===== config.mk =====
export PLATFORM = sky130hd
export DESIGN_NAME = rot_block_iter
export DESIGN_NICKNAME = d
export VERILOG_FILES = /design/src/rtl/rot_block_iter.sv
export SDC_FILE = /design/constraint.sdc
export NUM_CORES = 1
export LEC_CHECK = 0
export CAP_MARGIN = 20
export CORE_UTILIZATION = 53
export CTS_BUF_LIST = sky130_fd_sc_hd__clkbuf_16
export CTS_CLUSTER_SIZE = 8
export DETAILED_ROUTE_END_ITERATION = 10
export HOLD_SLACK_MARGIN = 0.15
export PLACE_DENSITY = 0.89
export SETUP_SLACK_MARGIN = 0.5
export SLEW_MARGIN = 20
export SYNTH_ARGS = -nofsm -noshare
export SYNTH_HDL_FRONTEND = slang
export SYNTH_SLANG_ARGS = --single-unit

===== constraint.sdc =====
create_clock -name clk -period 5.17 [get_ports clk]
set_input_delay 0.517 -clock clk [delete_from_list [all_inputs] [get_ports clk]]
set_output_delay 0.517 -clock clk [all_outputs]
set_load 0.1 [all_outputs]

===== src/rtl/rot_block_iter.sv =====
// Iterative CORDIC rotation: replays the vectoring chain's micro-rotation directions
// on a second vector, one shift-add stage per cycle. Output keeps the CORDIC gain.
module rot_block_iter #(
  parameter int CORDIC_WIDTH    = 22,
  parameter int MICRO_ROT_STAGE = 15
) (
  input  logic                    clk,
  input  logic                    nreset,
  input  logic                    in_valid,
  output logic                    in_ready,
  input  logic [CORDIC_WIDTH-1:0] x_in,
  input  logic [CORDIC_WIDTH-1:0] y_in,
  input  logic [MICRO_ROT_STAGE:0] micro_rot_in,
  output logic                    out_valid,
  input  logic                    out_ready,
  output logic [CORDIC_WIDTH-1:0] x_out,
  output logic [CORDIC_WIDTH-1:0] y_out,
  output logic                    busy
);
  localparam int N     = MICRO_ROT_STAGE + 1;
  localparam int CNT_W = (N > 1) ? $clog2(N) : 1;
  localparam logic [CNT_W-1:0] LAST = CNT_W'(MICRO_ROT_STAGE);

  typedef enum logic [1:0] {IDLE, ROTATE, DONE} state_t;
  state_t state, state_nxt;

  logic [CNT_W-1:0]               cnt;
  logic [MICRO_ROT_STAGE:0]       rot;
  logic signed [CORDIC_WIDTH-1:0] x_w, y_w, x_sh, y_sh, x_nxt, y_nxt;
  logic                           last, accept;

  assign accept = (state == IDLE) && in_valid;
  assign last   = (cnt == LAST);
  assign x_sh   = x_w >>> cnt;
  assign y_sh   = y_w >>> cnt;

  // direction bit 1 = counter-clockwise; both updates use the pre-update pair
  always_comb begin
    x_nxt = x_w + y_sh;
    y_nxt = y_w - x_sh;
    if (rot[cnt]) begin
      x_nxt = x_w - y_sh;
      y_nxt = y_w + x_sh;
    end
  end

  always_ff @(posedge clk or negedge nreset)
    if (!nreset) state <= IDLE;
    else         state <= state_nxt;

  always_comb begin
    state_nxt = state;
    case (state)
      IDLE:    if (in_valid)  state_nxt = ROTATE;
      ROTATE:  if (last)      state_nxt = DONE;
      DONE:    if (out_ready) state_nxt = IDLE;
      default:                state_nxt = IDLE;
    endcase
  end

  always_ff @(posedge clk or negedge nreset)
    if (!nreset) begin
      x_w   <= '0;
      y_w   <= '0;
      rot   <= '0;
      cnt   <= '0;
      x_out <= '0;
      y_out <= '0;
    end else if (accept) begin
      x_w <= x_in;
      y_w <= y_in;
      rot <= micro_rot_in;
      cnt <= '0;
    end else if (state == ROTATE) begin
      x_w <= x_nxt;
      y_w <= y_nxt;
      if (last) begin
        x_out <= x_nxt;
        y_out <= y_nxt;
      end else begin
        cnt <= cnt + 1'b1;
      end
    end

  assign in_ready  = (state == IDLE);
  assign out_valid = (state == DONE);
  assign busy      = (state == ROTATE) || (state == DONE);
endmodule


After elaboration in Yosys (flattened, before gate mapping)
Index checks and enable logic that the tools add are counted.
- word-level logic and storage cells: 45
- input port bits: 64
- output and inout port bits: 47
- register bits: 110
- reductions and logical operators: 7
- shift operators: 2
- mux-type cells: 15
- magnitude comparators: 1
- eq/ne operators: 7
- bitwise operators: 1
- add/sub/neg operators: 5
- operator list (operator ; number):
    2-to-1 mux 22 bit ; 6
    adder 22 bit ; 2
    >>> shifter 22 x 4 -> 22 bit ; 2
    subtractor 22 bit ; 2
    2-to-1 mux 4 bit ; 3
    2-to-1 mux 2 bit ; 3
    one-hot mux 2 bit (3 select lines) ; 1
    AND reduction 3 bit ; 2
    < comparator 4 x 5 -> 1 bit, second input constant ; 1
    adder 4 x 1 -> 4 bit, second input constant ; 1
    binary-select mux 1 bit (select 4 bit) ; 1
    == test 4 bit, second input constant ; 1
    != test 2 x 1 -> 1 bit, second input constant ; 2
    != test 2 bit, second input constant ; 2
    == test 2 x 1 -> 1 bit, second input constant ; 1
    == test 2 bit, second input constant ; 1
    zero test 2 bit ; 1
    AND reduction 2 bit ; 1
    nonzero test 2 bit ; 1
    logical AND 1 bit ; 1
    logical OR 1 bit ; 1
    2-to-1 mux 1 bit ; 1
    NOT 1 bit ; 1

Depth between registers and ports, before layout
- depth after elaboration: 5
- gate-level depth with buffers: 25
- gate-level depth less buffers: 21

Least setup slack after synthesis
Ideal clock, no wire load.
- path kind: reg2reg
- from: register cnt[2]
- to: register x_w[18]
- arrival time: 4.802 ns
- slack: 0.244 ns
- period minus slack after synthesis: 4.926 ns
- stages on the path, launching flop included: 21
- data required time: 5.046 ns
- buffers on the path: 5
- setup time: 0.124 ns
- cell sequence: dfrtp_1 -> clkbuf_1 -> buf_1 -> clkbuf_1 -> clkbuf_1 -> buf_1 -> a31o_2 -> ha_1 -> a21boi_0 -> and2_1 -> a21oi_1 -> xor2_1 -> ha_1 -> a21o_1 -> or3_1 -> a31o_2 -> a41oi_1 -> nand2b_1 -> a31oi_1 -> mux2i_1 -> a211o_1
- word-level cells in the longest chain between the ends: 5
- elaborated cells on any way between the ends: 8
- those cells by class: add/sub (2); shift (1); mux (5)
- RTL lines (element ; RTL line ; RTL):
    start, declared ; 27 ; logic [CNT_W-1:0] cnt;
    start signal, assigned ; 81 ; cnt <= cnt + 1'b1;
    >>> shifter 22 x 4 -> 22 bit / binary-select mux 1 bit (select 4 bit) (equally long branches) ; 35, 41 ;
    adder 22 bit, or another cell as far along ; 39 ; x_nxt = x_w + y_sh;
    2-to-1 mux 22 bit (*) ; 41 ; if (rot[cnt]) begin
    2-to-1 mux 22 bit (*) ; 74 ; end else if (state == ROTATE) begin
    2-to-1 mux 22 bit (*) ; 69 ; end else if (accept) begin
    end signal, assigned ; 70 ; x_w <= x_in;
    end signal, assigned ; 75 ; x_w <= x_nxt;
    end, declared ; 29 ; logic signed [CORDIC_WIDTH-1:0] x_w, y_w, x_sh, y_sh, x_nxt, y_nxt;
Mark *: on every way between the ends. The rest lies on a longest branch, timed or not. The select of a mux whose other input is x is not followed.
A chain may end at the register's enable or synchronous reset.

Final worst setup path
- from: register cnt[0]
- to: register y_w[19]
- word-level cells in the longest chain between the ends: 5
- elaborated cells on any way between the ends: 8
- those cells by class: add/sub (2); shift (1); mux (5)
- RTL lines (element ; RTL line ; RTL):
    >>> shifter 22 x 4 -> 22 bit / binary-select mux 1 bit (select 4 bit) (equally long branches) ; 34, 41 ;
    subtractor 22 bit, or another cell as far along ; 40 ; y_nxt = y_w - x_sh;
    2-to-1 mux 22 bit (*) ; 41 ;
    2-to-1 mux 22 bit (*) ; 74 ;
    2-to-1 mux 22 bit (*) ; 69 ;
    end signal, assigned ; 71 ; y_w <= y_in;
    end signal, assigned ; 76 ; y_w <= y_nxt;
    end, declared ; 29 ;
Marks and branches as above.

==> flow_summary.ini <==
[global_route]
antenna_found_initial = 0
grt_pass1_vias = 9477
grt_usage_pct = 31.4
grt_pass1_wl_microns = 49200
gr-total-overflow = 0
grt_max_degree = 110

[synth]
syn_nets = 1316
ys.flop_type = dfrtp_1
synth_edf_count = 0
postSynthCellCount = 1197
yosysMostFrequentCell = nand2_1
netlist_top_cells_area = dfrtp_1 (27%), nand2_1 (10%), mux4_2 (8.4%)
ys_ff_latch = 110
synth_top_cell_by_area = dfrtp_1
ys_types = 72
yosysSeqAreaShare_pct = 27.0
synth.avg_cell_area_sq_um = 8.51
yosysWarnings = 0
synth_top_area_share_pct = 27.0
syn-cell-area_sq_mm = 0.0102
async_flop_share_pct = 100
synthTopCellsByCount = nand2_1 (280), dfrtp_1 (110), o21ai_0 (88)

[critical_path]
slowest_delay_ns = 0.55
crit_slowest_cell = mux4_2
cp-end-kind = flop
crit_path_cell_trace = buf_4, buf_6, mux4_2, o221ai_4, inv_2, nor4_2, nand4_1, o31a_1, xor2_1, ha_1, a21o_1, a21o_1, or4_4, a31oi_4, buf_4, xnor2_2, mux2i_1, o21ai_1
worstSetupStartpointType = flop
crit_required_ns = 5.45
cp.arrival_ns = 5.05
crit_type = reg -> reg
worst-path-max-fanout = 7

[routing]
drc = 0
routed_via_density = 6.31
drt-initial-drc-count = 1241
routed_wl_microns = 32100
dr_total_vias = 10200
wire_per_inst_microns = 19.9
firstDrtPassIters = 5
ant_nets = 0

[die]
rows = 50
die_w_microns = 141
start_util_pct = 54.3
die_area_sq_mm = 0.0198
core_region_area_sq_mm = 0.0188
io_pins = 111
die_h_microns = 141

[clock_tree]
clk_pin_slew_ns = 0.08
htree_levels = 3
clock_latency_ns = 0.37
cts_tree = done
numCtsBuffers = 9
root_buffer = clkbuf_16
cts_sinks = 110
clk_path_buf_depth = 2

[sta]
clock.fmax_mhz = 210
grt_setup_unrepaired = true
hold_violations = 0
slew_headroom_pct = 29.6
finalClockSkew_ns = 0.0116
worstMarginPinSlew_ns = 1.06
setup_viol = 0
post-route-period-util_pct = 92.2
post-route-min-period_ns = 4.77
setup_slack_ns = 0.402
report.final.slew_viol_count = 0
final.setup.tns_ns = 0

[outcome]
outcome = finished clean

[place]
numPortBuffers = 110
gp_congestion = 1.01
pre_cts_slack_ns = 0.0897
dp_hpwl_microns = 22000

[flow_run]
cap_violations = 0

[cells_and_area]
nets = 1490
antenna_cells = 0
layout-drive-gt1-share_pct = 21.5
area.growth.synth_to_final_pct = 28.4

[hold_path]
worstHoldPathType = in -> async
[area by class of cell]
| cell class | count | area [sq um] |
|---|---|---|
| inverters | 28 | 106 |
| fillers | 1394 | 5700 |
| clock inverters | 7 | 78.8 |
| repair buffers | 236 | 2170 |
| multi-input cells | 986 | 7430 |
| flip-flops and latches | 110 | 2760 |
| clock buffers | 9 | 225 |
| well taps | 234 | 293 |
[per-layer routing]
layer  track usage, %  routed length (microns)
met3             3.84                     2460
met5                0                        0
met4             10.8                     1080
met2             52.8                    15500
met1             42.1                    13000
[placed cells by master (no fill, tap or decap), types with 5 or more instances in the layout]
cell and instances:
nand2_1 276, buf_4 111, clkdlybuf4s50_1 109, dfrtp_1 104, o21ai_0 70, mux2i_1 61, nor2_1 59, a21oi_1 56
xnor2_1 55, ha_1 48, mux4_2 39, inv_1 24, a21o_1 21, xor2_1 21, nand3_1 20, o21ai_1 17
mux2_2 15, a21oi_2 11, a31oi_1 11, clkbuf_16 10, and2_1 9, nor3b_1 8, o21ai_2 8, nand2b_1 7
o21a_1 7, nand4_1 7, nor2b_1 6, and3_1 6, o211ai_1 6, o21bai_1 6, buf_6 6, nor3_1 5
mux4_1 5, a32oi_1 5, nand3b_1 5, dfrtp_2 5
[timing repair]
action                     CTS  global route
pin swaps                   10            52
setup endpoints to repair   29            33
cloned                       0             1
resized for setup           37            94
hold buffers                 0             0
setup buffers               23            29
[per-stage QoR]
stage,util (%),instance area (sq um),instances,hold slack [ns]
finish,69.7,13100,1610,0.246
global route,69.7,13100,1610,0.318
CTS,66.1,12400,1580,0.298
detailed placement,62.8,11800,1541,0.460
global placement,62.8,11800,1541,0.453
floorplan,-,10200,1197,0.221
[critical path, delay by kind of cell (launching register included)]
family	cells	cell delay (ns)
buffers and inverters	4	0.54
DFF	1	0.48
adders and majority gates	1	0.32
xor gates and xnor gates	2	0.27
muxes	2	0.65
and+or+nand+nor	3	1.08
AOI/OAI and AO/OA	6	1.33
[kinds of logic after synthesis]
family	synth area share, %
adders and majority gates	6.90
DFF	27.0
and+or+nand+nor	18.8
muxes	18.3
buffers and inverters	4.64
AOI/OAI and AO/OA	17.3
xor gates and xnor gates	7.13
[sequential cells by signal, summed over array words and instances (netlist names)]
register / flops
rot: 16
state: 2
x_out: 22
y_out: 22
cnt: 4
x_w: 22
y_w: 22
[worst paths after layout]
kind	cells after the start	slack, ns	from	to
hold / removal	1	0.25	nreset	y_w[10]$_DFFE_PN0P_
hold reg to reg	2	0.48	x_out[1]$_DFFE_PN0P_	x_out[1]$_DFFE_PN0P_
setup / recovery	18	0.40	cnt[0]$_DFFE_PN0P_	y_w[19]$_DFFE_PN0P_
setup reg to reg	18	0.40	cnt[0]$_DFFE_PN0P_	y_w[19]$_DFFE_PN0P_
max in group asynchronous	2	3.77	nreset	cnt[0]$_DFFE_PN0P_
min in group clk	2	0.48	x_out[1]$_DFFE_PN0P_	x_out[1]$_DFFE_PN0P_
Power is left out: the tool's default activity adds up to more than one toggle a clock period on the data nets, which glitch-free logic cannot reach.
